$ cat src/rtl/memory_responder_pkg.sv
// Shared definitions for the adding-machine CPU memory path: default widths,
// responder FSM state codes and the wait-counter preload helper.
package memory_responder_pkg;

   localparam int DATA_W_DEF = 8;
   localparam int ADDR_W_DEF = 8;
   localparam int WAIT_W     = 4;

   typedef logic [1:0] state_t;

   localparam state_t ST_IDLE = 2'd0;
   localparam state_t ST_WAIT = 2'd1;
   localparam state_t ST_DONE = 2'd2;

   localparam logic OP_READ  = 1'b0;
   localparam logic OP_WRITE = 1'b1;

   // Counter value loaded on acceptance; WAIT exits when it reaches zero.
   function automatic logic [WAIT_W-1:0] wait_load(input int ws);
      return (ws > 0) ? WAIT_W'(ws - 1) : '0;
   endfunction

endpackage

$ cat src/rtl/memory_responder_if.sv
// CPU <-> memory responder bus: level request/handshake signals plus the
// side-band preload port used by loaders and benches.
interface memory_responder_if
   import memory_responder_pkg::*;
#(
   parameter int DATA_W = DATA_W_DEF,
   parameter int ADDR_W = ADDR_W_DEF
) ();

   logic              mem_read;
   logic              mem_write;
   logic [ADDR_W-1:0] addr;
   logic [DATA_W-1:0] data_in;
   logic [DATA_W-1:0] data_out;
   logic              mem_ready;
   logic              mem_error;
   logic              init_we;
   logic [ADDR_W-1:0] init_addr;
   logic [DATA_W-1:0] init_data;

   modport master (
      output mem_read,
      output mem_write,
      output addr,
      output data_in,
      output init_we,
      output init_addr,
      output init_data,
      input  data_out,
      input  mem_ready,
      input  mem_error
   );

   modport slave (
      input  mem_read,
      input  mem_write,
      input  addr,
      input  data_in,
      input  init_we,
      input  init_addr,
      input  init_data,
      output data_out,
      output mem_ready,
      output mem_error
   );

endinterface

$ cat src/rtl/memory_responder_mem_array.sv
// DEPTH x DATA_W storage: one synchronous write port, registered read port whose
// output register is the CPU-facing data_out (cleared by reset, array is not).
module memory_responder_mem_array
   import memory_responder_pkg::*;
#(
   parameter int DATA_W = DATA_W_DEF,
   parameter int DEPTH  = 32,
   parameter int IDX_W  = 5
) (
   input  logic              clock,
   input  logic              reset,
   input  logic              we,
   input  logic [IDX_W-1:0]  waddr,
   input  logic [DATA_W-1:0] wdata,
   input  logic              re,
   input  logic              rclr,
   input  logic [IDX_W-1:0]  raddr,
   output logic [DATA_W-1:0] rdata
);

   logic [DATA_W-1:0] mem [DEPTH];

   always_ff @(posedge clock) begin
      if (we) begin
         mem[waddr] <= wdata;
      end
   end

   // Read register holds between reads; an out-of-range read returns zero.
   always_ff @(posedge clock or posedge reset) begin
      if (reset) begin
         rdata <= '0;
      end else if (re) begin
         rdata <= rclr ? '0 : mem[raddr];
      end
   end

endmodule

$ cat src/rtl/memory_responder.sv
// Memory-side responder: accepts level read/write requests, inserts WAIT_STATES
// wait cycles, performs the access on leaving DONE and pulses mem_ready/mem_error.
module memory_responder
   import memory_responder_pkg::*;
#(
   parameter int DATA_W      = DATA_W_DEF,
   parameter int ADDR_W      = ADDR_W_DEF,
   parameter int DEPTH       = 32,
   parameter int WAIT_STATES = 1
) (
   input logic               clock,
   input logic               reset,
   memory_responder_if.slave bus
);

   localparam int IDX_W = (DEPTH > 1) ? $clog2(DEPTH) : 1;

   state_t            state;
   logic [WAIT_W-1:0] cnt;
   logic              ready_p1;
   logic              error_p1;

   logic [ADDR_W-1:0] addr_p0;
   logic [DATA_W-1:0] wdata_p0;
   logic              op_p0;

   logic              req_one;
   logic              req_both;
   logic              in_idle;
   logic              in_done;
   logic              hit_p0;
   logic              init_hit;

   logic              mem_we;
   logic [IDX_W-1:0]  mem_waddr;
   logic [DATA_W-1:0] mem_wdata;
   logic              mem_re;

   function automatic logic in_range(input logic [ADDR_W-1:0] a);
      return 32'(a) < 32'(DEPTH);
   endfunction

   assign req_one  = bus.mem_read ^ bus.mem_write;
   assign req_both = bus.mem_read & bus.mem_write;
   assign in_idle  = (state == ST_IDLE);
   assign in_done  = (state == ST_DONE);
   assign hit_p0   = in_range(addr_p0);
   assign init_hit = bus.init_we & in_range(bus.init_addr);

   // Stage p0 -> p1: FSM, wait counter and one-cycle completion/error pulses
   always_ff @(posedge clock or posedge reset) begin
      if (reset) begin
         state    <= ST_IDLE;
         cnt      <= '0;
         ready_p1 <= 1'b0;
         error_p1 <= 1'b0;
      end else begin
         ready_p1 <= 1'b0;
         error_p1 <= 1'b0;
         case (state)
            ST_IDLE: begin
               if (req_one) begin
                  if (WAIT_STATES == 0) begin
                     state <= ST_DONE;
                  end else begin
                     cnt   <= wait_load(WAIT_STATES);
                     state <= ST_WAIT;
                  end
               end else if (req_both) begin
                  error_p1 <= 1'b1;
               end
            end
            ST_WAIT: begin
               if (cnt == '0) begin
                  state <= ST_DONE;
               end else begin
                  cnt <= cnt - 1'b1;
               end
            end
            ST_DONE: begin
               state    <= ST_IDLE;
               ready_p1 <= 1'b1;
               error_p1 <= ~hit_p0;
            end
            default: begin
               state <= ST_IDLE;
            end
         endcase
      end
   end

   // Stage p0: request capture at acceptance; later changes on the bus are ignored
   always_ff @(posedge clock) begin
      if (in_idle && req_one) begin
         addr_p0  <= bus.addr;
         wdata_p0 <= bus.data_in;
         op_p0    <= bus.mem_write ? OP_WRITE : OP_READ;
      end
   end

   // DONE-write and init never coincide: init only lands while IDLE.
   assign mem_we    = (in_done & (op_p0 == OP_WRITE) & hit_p0) | (in_idle & init_hit);
   assign mem_waddr = in_done ? addr_p0[IDX_W-1:0] : bus.init_addr[IDX_W-1:0];
   assign mem_wdata = in_done ? wdata_p0 : bus.init_data;
   assign mem_re    = in_done & (op_p0 == OP_READ);

   memory_responder_mem_array #(
      .DATA_W (DATA_W),
      .DEPTH  (DEPTH),
      .IDX_W  (IDX_W)
   ) u_mem (
      .clock  (clock),
      .reset  (reset),
      .we     (mem_we),
      .waddr  (mem_waddr),
      .wdata  (mem_wdata),
      .re     (mem_re),
      .rclr   (~hit_p0),
      .raddr  (addr_p0[IDX_W-1:0]),
      .rdata  (bus.data_out)
   );

   assign bus.mem_ready = ready_p1;
   assign bus.mem_error = error_p1;

endmodule
$ cat src/flat_wrapper.sv
// flat-port wrapper written by rule: the top's interface ports become plain ports
module memory_responder_flat import memory_responder_pkg::*;
#(
   parameter int DATA_W      = DATA_W_DEF,
   parameter int ADDR_W      = ADDR_W_DEF,
   parameter int DEPTH       = 32,
   parameter int WAIT_STATES = 1
)
  (clock, reset, bus_mem_read, bus_mem_write, bus_addr, bus_data_in, bus_init_we, bus_init_addr, bus_init_data, bus_data_out, bus_mem_ready, bus_mem_error);
  memory_responder_if #(.DATA_W(DATA_W), .ADDR_W(ADDR_W)) bus_i ();
  input logic clock;
  input logic reset;
  input wire logic [$bits(bus_i.mem_read)-1:0] bus_mem_read;
  input wire logic [$bits(bus_i.mem_write)-1:0] bus_mem_write;
  input wire logic [$bits(bus_i.addr)-1:0] bus_addr;
  input wire logic [$bits(bus_i.data_in)-1:0] bus_data_in;
  input wire logic [$bits(bus_i.init_we)-1:0] bus_init_we;
  input wire logic [$bits(bus_i.init_addr)-1:0] bus_init_addr;
  input wire logic [$bits(bus_i.init_data)-1:0] bus_init_data;
  output wire logic [$bits(bus_i.data_out)-1:0] bus_data_out;
  output wire logic [$bits(bus_i.mem_ready)-1:0] bus_mem_ready;
  output wire logic [$bits(bus_i.mem_error)-1:0] bus_mem_error;
  assign bus_i.mem_read = bus_mem_read;
  assign bus_i.mem_write = bus_mem_write;
  assign bus_i.addr = bus_addr;
  assign bus_i.data_in = bus_data_in;
  assign bus_i.init_we = bus_init_we;
  assign bus_i.init_addr = bus_init_addr;
  assign bus_i.init_data = bus_init_data;
  assign bus_data_out = bus_i.data_out;
  assign bus_mem_ready = bus_i.mem_ready;
  assign bus_mem_error = bus_i.mem_error;
  memory_responder #(.DATA_W(DATA_W), .ADDR_W(ADDR_W), .DEPTH(DEPTH), .WAIT_STATES(WAIT_STATES)) u_core (.clock(clock), .reset(reset), .bus(bus_i));
endmodule
$ cat config.mk
export PLATFORM = sky130hd
export DESIGN_NAME = memory_responder_flat
export DESIGN_NICKNAME = d
export VERILOG_FILES = /design/src/rtl/memory_responder_pkg.sv /design/src/rtl/memory_responder_if.sv /design/src/rtl/memory_responder_mem_array.sv /design/src/rtl/memory_responder.sv /design/src/flat_wrapper.sv
export SDC_FILE = /design/constraint.sdc
export NUM_CORES = 1
export LEC_CHECK = 0
export BUFFER_PORTS_ARGS = -buffer_cell sky130_fd_sc_hd__buf_2
export CORE_MARGIN = 2
export CORE_UTILIZATION = 48
export CTS_CLUSTER_DIAMETER = 100
export DETAILED_ROUTE_END_ITERATION = 8
export PLACE_DENSITY = 0.74
export SLEW_MARGIN = 30
export SYNTH_ARGS = -nofsm -noshare
export SYNTH_HDL_FRONTEND = slang
export SYNTH_SLANG_ARGS = --single-unit
$ cat constraint.sdc
create_clock -name clock -period 3.17 [get_ports clock]
set_clock_uncertainty 0.2 [all_clocks]
set_input_delay 0.1585 -clock clock [delete_from_list [all_inputs] [get_ports clock]]
set_output_delay 0.1585 -clock clock [all_outputs]
set_load 0.02 [all_outputs]
==> results of run 1 <==
==> layout by cell type (no fill, tap or decap), types with 3 or more instances in the layout <==
cell and count:
sky130_fd_sc_hd__a21oi_1 15, sky130_fd_sc_hd__mux2i_1 58, sky130_fd_sc_hd__o41ai_2 3, sky130_fd_sc_hd__mux2_2 29, sky130_fd_sc_hd__mux4_1 8, sky130_fd_sc_hd__dfrtp_1 16, sky130_fd_sc_hd__clkinvlp_4 6, sky130_fd_sc_hd__nand2b_1 5
sky130_fd_sc_hd__edfxtp_1 273, sky130_fd_sc_hd__nor2_1 43, sky130_fd_sc_hd__a211oi_1 13, sky130_fd_sc_hd__buf_2 46, sky130_fd_sc_hd__nand3_1 6, sky130_fd_sc_hd__a221oi_2 3, sky130_fd_sc_hd__ha_1 3, sky130_fd_sc_hd__o41ai_1 5
sky130_fd_sc_hd__buf_4 43, sky130_fd_sc_hd__a22oi_1 10, sky130_fd_sc_hd__clkbuf_16 27, sky130_fd_sc_hd__nor2b_1 15, sky130_fd_sc_hd__o21ai_1 4, sky130_fd_sc_hd__nand2_1 20, sky130_fd_sc_hd__dlygate4sd3_1 19, sky130_fd_sc_hd__mux4_2 26
sky130_fd_sc_hd__inv_1 8, sky130_fd_sc_hd__clkbuf_1 7, sky130_fd_sc_hd__a221oi_1 10, sky130_fd_sc_hd__dfxtp_1 3, sky130_fd_sc_hd__and2b_2 3
==> power by group <==
group | internal (mW) | switching (mW)
sequential | 4.64 | 0.213
clock | 1.79 | 1.36
combinational | 1.01 | 1.49
==> path summary, 6_finish.rpt <==
| kind | start | endpoint | slack (ns) | cells after the start |
|---|---|---|---|---|
| hold reg to reg | u_core.state[0] | u_core.bus.mem_error | 0.30 | 1 |
| min in group clock | bus_init_addr[0] | u_core.u_mem.mem[18][1] | 0.12 | 4 |
| hold / removal | reset | u_core.state[1] | 0.1 | 3 |
| setup / recovery | u_core.addr_p0[6] | u_core.u_mem.mem[13][0] | 0.43 | 5 |
| max in group asynchronous | reset | u_core.u_mem.rdata[5] | 2.21 | 3 |
| setup reg to reg | u_core.addr_p0[6] | u_core.u_mem.mem[13][0] | 0.43 | 5 |
==> sequential cells by signal, summed over array words and instances (netlist names), 2 cells and up, named ones only <==
register	cells
u_core.u_mem.mem	256
u_core.cnt	4
u_core.u_mem.rdata	8
u_core.state	2
u_core.wdata_p0	8
u_core.addr_p0	8
==> cell families (layout without fill, tap and decap cells) <==
group,Yosys count,count (layout)
compound gates,69,69
xor+xnor,2,2
fa+ha+maj,3,3
buf+inv,37,167
flops,294,294
mux,123,123
simple gates,102,102
==> layout make-up <==
| class | instances | share of cell area, % |
|---|---|---|
| repair buffers | 110 | 5.76 |
| clock inverters | 13 | 0.994 |
| well taps | 324 | 2.98 |
| clock buffers | 36 | 5.37 |
| flip-flops and latches | 294 | 64.0 |
| inverters | 8 | 0.221 |
| multi-input cells | 299 | 20.7 |
==> stage by stage <==
step / power, mW / area [µm²] / util [%]
2_1_floorplan: 6.74 / 11800 / -
3_3_place_gp: 7.30 / 12500 / 51.7
3_5_place_dp: 7.39 / 12500 / 51.7
4_1_cts: 10.5 / 13600 / 56.1
5_1_grt: 10.9 / 13600 / 56.1
6_report: 10.5 / 13600 / 56.1
==> tightest hold or removal path, cell delays in order <==
cell and delay (ns):
sky130_fd_sc_hd__dlygate4sd3_1 0.54, sky130_fd_sc_hd__buf_2 0.13, sky130_fd_sc_hd__inv_1 0.51
==> routing by layer <==
layer | wire length (µm) | vias to the layer above
met3 | 1510 | 51
li1 | - | 2741
met2 | 13200 | 246
met4 | 780 | 0
met1 | 9830 | 3221
met5 | 0 | -
==> timing repair <==
action	in CTS	in global routing
hold buffers	19	0
setup buffers	0	0
endpoints found under the hold margin	39	0
==> run_summary.xml, run 1 <==
<?xml version="1.0" encoding="UTF-8"?>
<metrics>
  <group name="outcome">
    <metric name="status" unit="">finished, final reports clean</metric>
  </group>
  <group name="timing">
    <metric name="final-setup-viol-count" unit="">0</metric>
    <metric name="fmax" unit="GHz">0.364</metric>
    <metric name="hold_viol" unit="">0</metric>
    <metric name="rsz0062_at_grt" unit="">false</metric>
    <metric name="holdWs" unit="ns">0.0984</metric>
    <metric name="period_share" unit="%">86.6</metric>
    <metric name="setup_total_negative_slack" unit="ns">0</metric>
    <metric name="period_needed" unit="ns">2.74</metric>
    <metric name="finalWorstSetupSlack" unit="ns">0.425</metric>
    <metric name="slew-limit-headroom" unit="%">31.3</metric>
    <metric name="finalMaxSlewViolations" unit="">0</metric>
    <metric name="worst_pin_slew" unit="ns">1.03</metric>
  </group>
  <group name="global_routing">
    <metric name="groute.layer.met1.usage" unit="%">24.9</metric>
    <metric name="grt_most_used_layer" unit="">met2</metric>
    <metric name="global_route.usage.total" unit="%">19.8</metric>
    <metric name="grt_util_met2" unit="%">35.3</metric>
    <metric name="gr-total-overflow" unit="">0</metric>
    <metric name="grt_first_pass_wirelength" unit="µm">38900</metric>
    <metric name="first_global_vias" unit="">6526</metric>
    <metric name="grt_max_degree" unit="">62</metric>
    <metric name="grt_antenna_before_repair" unit="">0</metric>
    <metric name="use_met3" unit="%">2.77</metric>
  </group>
  <group name="yosys">
    <metric name="synthesis.nets" unit="">670</metric>
    <metric name="synth-adder-area-share" unit="%">0.317</metric>
    <metric name="syn_inst" unit="">630</metric>
    <metric name="compound_cell_area_share_of_the_yosys_netlist" unit="%">4.55</metric>
    <metric name="netlist_area" unit="µm²">11800</metric>
    <metric name="synthArstFlopShare" unit="%">5.44</metric>
    <metric name="synth_top_cells_by_area" unit="">sky130_fd_sc_hd__edfxtp_1 (69%), sky130_fd_sc_hd__mux4_2 (4.9%), sky130_fd_sc_hd__mux2i_1 (4.9%), sky130_fd_sc_hd__dfrtp_1 (3.4%), sky130_fd_sc_hd__mux2_2 (2.8%)</metric>
    <metric name="yosys.area_share.simple" unit="%">4.12</metric>
    <metric name="area_share_of_the_largest_cell_type_after_synthesis" unit="%">69.2</metric>
    <metric name="muxShareOfSynthArea" unit="%">14.6</metric>
    <metric name="post-synth-top-count-cell" unit="">sky130_fd_sc_hd__edfxtp_1</metric>
    <metric name="synth_cell_type_count" unit="">46</metric>
    <metric name="post_synth_edffs" unit="">273</metric>
    <metric name="netlist.top_cell.by_area" unit="">sky130_fd_sc_hd__edfxtp_1</metric>
    <metric name="yosys_register_bits" unit="">294</metric>
    <metric name="ys_dominant_reg_cell" unit="">sky130_fd_sc_hd__edfxtp_1</metric>
    <metric name="area_share_of_xor_xnor_cells_in_the_synthesized_design" unit="%">0.148</metric>
    <metric name="netlist_top_cells_count" unit="">sky130_fd_sc_hd__edfxtp_1 (273), sky130_fd_sc_hd__mux2i_1 (58), sky130_fd_sc_hd__nor2_1 (43), sky130_fd_sc_hd__mux2_2 (29), sky130_fd_sc_hd__mux4_2 (26)</metric>
    <metric name="sequential_area_share_after_synthesis" unit="%">73.5</metric>
    <metric name="syn_area_per_cell" unit="µm²">18.8</metric>
    <metric name="yosysWarningCount" unit="">0</metric>
    <metric name="main_combinational_cell_family_by_area_after_synthesis" unit="">multiplexers</metric>
  </group>
  <group name="clock_tree">
    <metric name="post_cts_resized" unit="">0</metric>
    <metric name="cts_tree" unit="">built</metric>
    <metric name="clk-insertion-delay-late" unit="ns">0.53</metric>
    <metric name="clk_root_buffer_cell" unit="">sky130_fd_sc_hd__clkbuf_16</metric>
    <metric name="ctsHtreeMaxLevel" unit="">1</metric>
    <metric name="worst_path_clk_slew" unit="ns">0.07</metric>
    <metric name="cts.sinks" unit="">294</metric>
    <metric name="cts_buffers" unit="">27</metric>
    <metric name="cts_max_path_buffers" unit="">3</metric>
  </group>
  <group name="worst_setup_path">
    <metric name="critical_path.endpoint_type" unit="">flip-flop</metric>
    <metric name="critical-path-top-delay-family" unit="">simple AND/OR/NAND/NOR gates</metric>
    <metric name="cp_num_buf_inv" unit="">1</metric>
    <metric name="critical_path.max_stage_delay" unit="ns">0.54</metric>
    <metric name="crit_type" unit="">reg2reg</metric>
    <metric name="crit_slowest_cell" unit="">sky130_fd_sc_hd__nand3_1</metric>
    <metric name="crit_path_start_kind" unit="">flip-flop</metric>
    <metric name="required" unit="ns">3.20</metric>
    <metric name="cp_max_fo" unit="">8</metric>
    <metric name="crit_arrival" unit="ns">2.78</metric>
    <metric name="timing.critical_path.cells" unit="">or3_1 -&gt; o31ai_1 -&gt; nand3_1 -&gt; nor2_1 -&gt; buf_4</metric>
  </group>
  <group name="detailed_routing">
    <metric name="starting_drt_drc_count" unit="">574</metric>
    <metric name="vias" unit="">6259</metric>
    <metric name="ant_nets" unit="">0</metric>
    <metric name="post_detailed_route_drc_marker_count" unit="">0</metric>
    <metric name="drt-wirelength-per-cell" unit="µm">23.4</metric>
    <metric name="route.final.wire_length" unit="µm">25300</metric>
    <metric name="count_of_tritonroute_iterations_in_the_first_routing_pass" unit="">7</metric>
    <metric name="detail_route.vias_per_cell" unit="">5.77</metric>
  </group>
  <group name="cells_and_area">
    <metric name="post_route_cells_drive_above_1_share" unit="%">26.1</metric>
    <metric name="diodes_inserted" unit="">0</metric>
    <metric name="finalNetCount" unit="">780</metric>
    <metric name="filler_cell_count" unit="">1816</metric>
    <metric name="multi_input_comb_area" unit="µm²">2810</metric>
    <metric name="layout.cells.non_filler" unit="">1084</metric>
    <metric name="syn2layout_area_growth" unit="%">14.8</metric>
    <metric name="register_area" unit="µm²">8700</metric>
  </group>
  <group name="placed_design">
    <metric name="io_buffer_count" unit="">46</metric>
    <metric name="dp_hpwl" unit="µm">16100</metric>
    <metric name="numPlacedInstances" unit="">1016</metric>
    <metric name="place.gp.congestion" unit="">0.868</metric>
    <metric name="dp_worst_setup_slack" unit="ns">0.503</metric>
  </group>
  <group name="floorplan">
    <metric name="die_height" unit="µm">161</metric>
    <metric name="floorplan.io_pins" unit="">47</metric>
    <metric name="rows" unit="">57</metric>
    <metric name="core_region_area" unit="µm²">24200</metric>
    <metric name="fp.dieW" unit="µm">161</metric>
    <metric name="floorplan.die_area" unit="µm²">25900</metric>
    <metric name="initial_utilization" unit="%">48.8</metric>
  </group>
  <group name="pwr">
    <metric name="power.leakage" unit="nW">4.72</metric>
    <metric name="power_density" unit="nW/µm²">772</metric>
    <metric name="vdd_ir_max" unit="mV">0.340</metric>
  </group>
  <group name="hold_path">
    <metric name="worst_hold_path_type" unit="">in2async</metric>
  </group>
  <group name="flow_run">
    <metric name="drv_cap" unit="">0</metric>
  </group>
</metrics>
No activity file was read; power rests on OpenSTA's default activity.
==> inputs of run 2 (changes only) <==
--- a/config.mk
+++ b/config.mk
@@ -10,6 +10,7 @@
 export CORE_UTILIZATION = 48
 export CTS_CLUSTER_DIAMETER = 100
 export DETAILED_ROUTE_END_ITERATION = 8
+export HOLD_SLACK_MARGIN = 0.12
 export PLACE_DENSITY = 0.74
 export SLEW_MARGIN = 30
 export SYNTH_ARGS = -nofsm -noshare
==> constraint.sdc (replaced) <==
create_clock -name clock -period 2.6 [get_ports clock]
set_clock_uncertainty 0.2 [all_clocks]
set_input_delay 0.13 -clock clock [delete_from_list [all_inputs] [get_ports clock]]
set_output_delay 0.13 -clock clock [all_outputs]
set_load 0.02 [all_outputs]
==> run_summary.xml, run 2 (synthesis results as in run 1) <==
<?xml version="1.0" encoding="UTF-8"?>
<metrics>
  <group name="detailed_routing">
    <metric name="route.final.wire_length" unit="µm">25800</metric>
    <metric name="ant_nets" unit="">0</metric>
    <metric name="drt-wirelength-per-cell" unit="µm">23.3</metric>
    <metric name="detail_route.vias_per_cell" unit="">5.69</metric>
    <metric name="vias" unit="">6300</metric>
    <metric name="post_detailed_route_drc_marker_count" unit="">0</metric>
    <metric name="starting_drt_drc_count" unit="">612</metric>
    <metric name="count_of_tritonroute_iterations_in_the_first_routing_pass" unit="">5</metric>
  </group>
  <group name="timing">
    <metric name="final-setup-viol-count" unit="">0</metric>
    <metric name="holdWs" unit="ns">0.127</metric>
    <metric name="period_share" unit="%">97.2</metric>
    <metric name="fmax" unit="GHz">0.396</metric>
    <metric name="period_needed" unit="ns">2.53</metric>
    <metric name="rsz0062_at_grt" unit="">false</metric>
    <metric name="slew-limit-headroom" unit="%">42.3</metric>
    <metric name="worst_pin_slew" unit="ns">0.862</metric>
    <metric name="setup_total_negative_slack" unit="ns">0</metric>
    <metric name="finalMaxSlewViolations" unit="">0</metric>
    <metric name="hold_viol" unit="">0</metric>
  </group>
  <group name="clock_tree">
    <metric name="cts.sinks" unit="">294</metric>
    <metric name="cts_max_path_buffers" unit="">3</metric>
    <metric name="ctsHtreeMaxLevel" unit="">1</metric>
    <metric name="cts_tree" unit="">built</metric>
    <metric name="cts_buffers" unit="">27</metric>
    <metric name="clk-insertion-delay-late" unit="ns">0.52</metric>
    <metric name="clk_root_buffer_cell" unit="">sky130_fd_sc_hd__clkbuf_16</metric>
    <metric name="worst_path_clk_slew" unit="ns">0.06</metric>
    <metric name="cts_setup_buffers" unit="">0</metric>
  </group>
  <group name="cells_and_area">
    <metric name="mostFrequentLayoutCells" unit="">sky130_fd_sc_hd__edfxtp_1 (273), sky130_fd_sc_hd__mux2i_1 (56), sky130_fd_sc_hd__buf_4 (55)</metric>
    <metric name="post_route_cells_drive_above_1_share" unit="%">27.1</metric>
    <metric name="layout.core_utilization" unit="%">56.9</metric>
    <metric name="finalNetCount" unit="">802</metric>
    <metric name="layout.cells.non_filler" unit="">1107</metric>
    <metric name="max_flop_register" unit="">u_core.u_mem.mem</metric>
    <metric name="mostFrequentLayoutCell" unit="">sky130_fd_sc_hd__edfxtp_1</metric>
    <metric name="largest_register_ff_count" unit="">256</metric>
    <metric name="syn2layout_area_growth" unit="%">16.6</metric>
  </group>
  <group name="worst_setup_path">
    <metric name="critical_path.max_stage_delay" unit="ns">0.58</metric>
    <metric name="crit_path_start_kind" unit="">flip-flop</metric>
    <metric name="critical_path.endpoint_type" unit="">flip-flop</metric>
    <metric name="timing.critical_path.cells" unit="">buf_4 -&gt; mux4_2 -&gt; mux2_2 -&gt; a221oi_1 -&gt; o41ai_1</metric>
    <metric name="crit_type" unit="">reg2reg</metric>
    <metric name="cp_max_fo" unit="">17</metric>
    <metric name="crit_slowest_cell" unit="">sky130_fd_sc_hd__dfxtp_4</metric>
    <metric name="required" unit="ns">2.78</metric>
    <metric name="critical-path-top-delay-family" unit="">multiplexers</metric>
    <metric name="cp_num_buf_inv" unit="">1</metric>
    <metric name="crit_arrival" unit="ns">2.71</metric>
  </group>
  <group name="floorplan">
    <metric name="initial_utilization" unit="%">48.8</metric>
    <metric name="core_region_area" unit="µm²">24200</metric>
    <metric name="floorplan.io_pins" unit="">47</metric>
    <metric name="rows" unit="">57</metric>
    <metric name="fp.dieW" unit="µm">161</metric>
    <metric name="die_height" unit="µm">161</metric>
    <metric name="floorplan.die_area" unit="µm²">25900</metric>
  </group>
  <group name="placed_design">
    <metric name="io_buffer_count" unit="">46</metric>
    <metric name="place.gp.congestion" unit="">0.891</metric>
    <metric name="dp_hpwl" unit="µm">16200</metric>
    <metric name="numPlacedInstances" unit="">1028</metric>
  </group>
  <group name="global_routing">
    <metric name="gr-total-overflow" unit="">0</metric>
    <metric name="first_global_vias" unit="">6568</metric>
    <metric name="global_route.usage.total" unit="%">19.9</metric>
    <metric name="grt_antenna_before_repair" unit="">1</metric>
    <metric name="grt_max_degree" unit="">62</metric>
    <metric name="grt_first_pass_wirelength" unit="µm">38600</metric>
  </group>
  <group name="flow_run">
    <metric name="drv_cap" unit="">0</metric>
  </group>
  <group name="pwr">
    <metric name="power_density" unit="nW/µm²">931</metric>
    <metric name="vdd_ir_max" unit="mV">0.438</metric>
    <metric name="power.leakage" unit="nW">4.84</metric>
  </group>
  <group name="hold_path">
    <metric name="worst_hold_path_type" unit="">in2reg</metric>
  </group>
  <group name="outcome">
    <metric name="status" unit="">finished, final reports clean</metric>
  </group>
</metrics>
==> run 2: cell count changes in the layout (fill, tap and decap cells not counted), sizes merged <==
cell / before / now
buf: 91 / 103
dlygate4sd3: 19 / 28
clkinvlp: 6 / 0
clkbuf: 36 / 41
clkinv: 5 / 6
diode: 0 / 1
inv: 8 / 9
==> run 2: layer usage <==
metal / global-route usage, % / vias to the layer above / wire [µm]
li1: - / 2796 / -
met3: 3.08 / 59 / 1680
met1: 25.0 / 3202 / 9990
met4: 7.63 / 0 / 962
met2: 34.9 / 243 / 13200
met5: 0 / - / 0
==> run 2: area by class of cell <==
class | count | area (µm²)
antenna | 1 | 2.50
fill | 1792 | 10400
clock buffer | 40 | 744
clock inverter | 9 | 100
sequential | 294 | 8700
timing repair buffer | 132 | 996
tap | 324 | 405
inverter | 8 | 30.0
multi-input combinational | 299 | 2820
==> run 2: timing repair <==
action,4_1_cts,5_1_grt
endpoints found under the setup margin,0,110
gates resized for setup,0,4
hold endpoints to repair,45,0
hold buffers,28,0
==> run 2: final timing paths <==
| kind | startpoint | endpoint | slack (ns) | depth (start not counted) |
|---|---|---|---|---|
| worst max-delay path | flip-flop | u_core.u_mem.rdata[3] | 0.07 | 5 |
| worst min-delay path | bus_data_in[4] | u_core.wdata_p0[4] | 0.13 | 2 |
| max in group asynchronous | reset | u_core.u_mem.rdata[1] | 1.12 | 4 |
| worst max register to register | flip-flop | u_core.u_mem.rdata[3] | 0.07 | 5 |
| min in group asynchronous | reset | u_core.bus.mem_ready | 0.63 | 4 |
| worst min register to register | u_core.state[0] | u_core.bus.mem_error | 0.28 | 1 |
==> run 2: power by group <==
part	total (mW)	switching, mW	internal, mW
registers	5.92	0.271	5.65
logic	3.15	1.82	1.33
clock network	3.78	1.60	2.18
==> run 2: stage by stage <==
| step | power [mW] | instance area, µm² | setup WS, ns |
|---|---|---|---|
| 5_1_grt | 13.3 | 13800 | 0.0219 |
| 4_1_cts | 12.8 | 13800 | 0.0260 |
| 3_3_place_gp | 8.94 | 12600 | 0.0854 |
| 2_1_floorplan | 8.22 | 11800 | 0.251 |
| 6_report | 12.9 | 13800 | 0.0730 |
| 3_5_place_dp | 9.04 | 12600 | 0.0528 |
==> inputs of run 3 (changes only) <==
--- a/config.mk
+++ b/config.mk
@@ -11,7 +11,6 @@
 export CTS_CLUSTER_DIAMETER = 100
 export DETAILED_ROUTE_END_ITERATION = 8
 export HOLD_SLACK_MARGIN = 0.12
-export PLACE_DENSITY = 0.74
 export SLEW_MARGIN = 30
 export SYNTH_ARGS = -nofsm -noshare
 export SYNTH_HDL_FRONTEND = slang
==> run_summary.xml, run 3 (synthesis results as in run 1) <==
<?xml version="1.0" encoding="UTF-8"?>
<metrics>
  <group name="outcome">
    <metric name="status" unit="">finished, final reports clean</metric>
  </group>
  <group name="placed_design">
    <metric name="dp_hpwl" unit="µm">16400</metric>
    <metric name="place.gp.congestion" unit="">0.772</metric>
    <metric name="io_buffer_count" unit="">46</metric>
  </group>
  <group name="pwr">
    <metric name="power_frac_comb" unit="%">23.4</metric>
    <metric name="vdd_ir_max" unit="mV">0.587</metric>
    <metric name="power.leakage" unit="nW">5.02</metric>
    <metric name="net_switching_power_of_the_design" unit="mW">3.86</metric>
    <metric name="clkPwrFrac" unit="%">33.3</metric>
    <metric name="power_density" unit="nW/µm²">961</metric>
    <metric name="finalPower" unit="mW">13.6</metric>
    <metric name="switching_share" unit="%">28.3</metric>
    <metric name="seqPwrFrac" unit="%">43.4</metric>
    <metric name="p_int" unit="mW">9.78</metric>
  </group>
  <group name="global_routing">
    <metric name="grt_max_degree" unit="">57</metric>
    <metric name="gr-total-overflow" unit="">0</metric>
    <metric name="global_route.usage.total" unit="%">20.4</metric>
    <metric name="first_global_vias" unit="">6553</metric>
    <metric name="grt_antenna_before_repair" unit="">0</metric>
    <metric name="grt_first_pass_wirelength" unit="µm">39600</metric>
  </group>
  <group name="worst_setup_path">
    <metric name="crit_path_start_kind" unit="">flip-flop</metric>
    <metric name="crit_arrival" unit="ns">2.67</metric>
    <metric name="timing.reg2reg.worst_path_depth" unit="">5</metric>
    <metric name="cp_max_fo" unit="">24</metric>
    <metric name="critical_path.max_stage_delay" unit="ns">0.54</metric>
    <metric name="critical_path.endpoint_type" unit="">flip-flop</metric>
    <metric name="worst-r2r-setup-slack" unit="ns">0.13</metric>
    <metric name="required" unit="ns">2.80</metric>
    <metric name="crit_slowest_cell" unit="">sky130_fd_sc_hd__dfxtp_4</metric>
    <metric name="timing.critical_path.cells" unit="">buf_12 -&gt; mux4_2 -&gt; nor2b_1 -&gt; a211oi_1 -&gt; o41ai_2</metric>
    <metric name="crit_type" unit="">reg2reg</metric>
    <metric name="timing.rr.end" unit="">u_core.u_mem.rdata[2]</metric>
  </group>
  <group name="clock_tree">
    <metric name="clk_root_buffer_cell" unit="">sky130_fd_sc_hd__clkbuf_16</metric>
    <metric name="clk-insertion-delay-late" unit="ns">0.54</metric>
    <metric name="ctsHtreeMaxLevel" unit="">1</metric>
    <metric name="cts_tree" unit="">built</metric>
    <metric name="cts_max_path_buffers" unit="">3</metric>
    <metric name="cts.sinks" unit="">294</metric>
    <metric name="cts_buffers" unit="">30</metric>
    <metric name="worst_path_clk_slew" unit="ns">0.06</metric>
  </group>
  <group name="cells_and_area">
    <metric name="post_route_cells_drive_above_1_share" unit="%">27.5</metric>
    <metric name="max_flop_register" unit="">u_core.u_mem.mem</metric>
    <metric name="filler_cell_count" unit="">1831</metric>
    <metric name="diodes_inserted" unit="">0</metric>
    <metric name="finalNetCount" unit="">820</metric>
    <metric name="largest_register_ff_count" unit="">256</metric>
    <metric name="mostFrequentLayoutCell" unit="">sky130_fd_sc_hd__edfxtp_1</metric>
    <metric name="syn2layout_area_growth" unit="%">19.8</metric>
    <metric name="mostFrequentLayoutCells" unit="">sky130_fd_sc_hd__edfxtp_1 (273), sky130_fd_sc_hd__mux2i_1 (57), sky130_fd_sc_hd__buf_4 (53)</metric>
  </group>
  <group name="timing">
    <metric name="finalMaxSlewViolations" unit="">0</metric>
    <metric name="setup_total_negative_slack" unit="ns">0</metric>
    <metric name="fmax" unit="GHz">0.405</metric>
    <metric name="period_share" unit="%">94.9</metric>
    <metric name="hold_viol" unit="">0</metric>
    <metric name="worst_pin_slew" unit="ns">0.828</metric>
    <metric name="slew-limit-headroom" unit="%">44.7</metric>
    <metric name="final-setup-viol-count" unit="">0</metric>
    <metric name="period_needed" unit="ns">2.47</metric>
    <metric name="rsz0062_at_grt" unit="">false</metric>
  </group>
  <group name="floorplan">
    <metric name="floorplan.die_area" unit="µm²">25900</metric>
    <metric name="initial_utilization" unit="%">48.8</metric>
    <metric name="rows" unit="">57</metric>
    <metric name="die_height" unit="µm">161</metric>
    <metric name="floorplan.io_pins" unit="">47</metric>
    <metric name="core_region_area" unit="µm²">24200</metric>
    <metric name="fp.dieW" unit="µm">161</metric>
  </group>
  <group name="detailed_routing">
    <metric name="detail_route.vias_per_cell" unit="">5.58</metric>
    <metric name="starting_drt_drc_count" unit="">481</metric>
    <metric name="drt-wirelength-per-cell" unit="µm">23.2</metric>
    <metric name="count_of_tritonroute_iterations_in_the_first_routing_pass" unit="">5</metric>
    <metric name="vias" unit="">6294</metric>
    <metric name="ant_nets" unit="">0</metric>
    <metric name="route.final.wire_length" unit="µm">26100</metric>
    <metric name="post_detailed_route_drc_marker_count" unit="">0</metric>
  </group>
  <group name="hold_path">
    <metric name="hold_path.startpoint" unit="">bus_init_data[7]</metric>
    <metric name="hold_path_cells" unit="">3</metric>
    <metric name="worst_hold_path_type" unit="">in2reg</metric>
    <metric name="worstHoldEndpoint" unit="">u_core.u_mem.mem[10][7]</metric>
  </group>
  <group name="flow_run">
    <metric name="drv_cap" unit="">0</metric>
  </group>
</metrics>
[run 3: cell types whose count changed in the layout (fill, tap and decap cells not counted), moves of 3 or more]
cell	change
sky130_fd_sc_hd__dlygate4sd3_1	+13
sky130_fd_sc_hd__clkbuf_1	-6
sky130_fd_sc_hd__bufinv_16	+4
sky130_fd_sc_hd__clkbuf_16	+3
sky130_fd_sc_hd__buf_12	+6
sky130_fd_sc_hd__clkinvlp_4	+3
sky130_fd_sc_hd__clkinv_1	+4
[run 3: routing by layer]
layer | wire [µm] | part of all wire (%) | global-route usage (%)
met3 | 1530 | 5.9 | 3.57
met1 | 11000 | 42 | 28.0
met2 | 13000 | 50 | 34.3
met4 | 546 | 2.1 | 5.32
met5 | 0 | 0 | 0
[run 3: worst max-delay path, delay by kind of cell (launching register included)]
| family | cells | cell delay (ns) |
|---|---|---|
| simple gates | 1 | 0.17 |
| flops | 1 | 0.54 |
| buf+inv | 1 | 0.26 |
| mux | 1 | 0.52 |
| compound gates | 2 | 0.61 |
[run 3: worst max-delay path by stage]
stage / slack (ns) / to / cells after the start / start
5_1_grt: 0.02 / u_core.u_mem.rdata[6] / 5 / flip-flop
2_1_floorplan: 0.25 / u_core.u_mem.mem[11][0] / 4 / u_core.addr_p0[6]
3_3_place_gp: 0.08 / u_core.u_mem.rdata[4] / 5 / flip-flop
4_1_cts: 0.12 / u_core.u_mem.rdata[6] / 5 / flip-flop
6_report: 0.13 / u_core.u_mem.rdata[2] / 5 / flip-flop
3_5_place_dp: 0.13 / u_core.u_mem.rdata[4] / 5 / flip-flop
[run 3: per-stage QoR]
step / cells / setup WS [ns] / hold slack (ns) / util (%) / cell area, µm²
2_1_floorplan: 630 / 0.251 / -0.156 / - / 11800
3_3_place_gp: 1031 / 0.0806 / 0.0885 / 52.4 / 12700
3_5_place_dp: 1031 / 0.133 / 0.0973 / 52.4 / 12700
4_1_cts: 1128 / 0.122 / 0.134 / 58.5 / 14200
5_1_grt: 1128 / 0.0231 / 0.175 / 58.5 / 14200
6_report: 1128 / 0.133 / 0.141 / 58.5 / 14200
[run 3: power groups by stage]
stage	clock network, mW	registers, mW	logic [mW]
6_report	4.54	5.92	3.19
2_1_floorplan	0	5.92	2.30
3_3_place_gp	0	5.99	3.10
3_5_place_dp	0	6.01	3.15
4_1_cts	4.61	5.91	3.21
5_1_grt	4.84	5.94	3.44
[run 3: cell type report]
class / count / area [µm²] / area share, %
Tap cell: 324 / 405 / 2.86
Sequential cell: 294 / 8700 / 61.3
Clock buffer: 36 / 795 / 5.60
Inverter: 8 / 30.0 / 0.212
Multi-Input combinational cell: 299 / 2810 / 19.8
Timing Repair Buffer: 147 / 1180 / 8.31
Clock inverter: 20 / 268 / 1.89
[run 3: timing repair]
action                                  in CTS  in global routing
endpoints found under the setup margin       0                  4
resized for setup                            0                  1
setup buffers                                0                  0
hold endpoints to repair                   169                  0
hold buffers                                41                  0
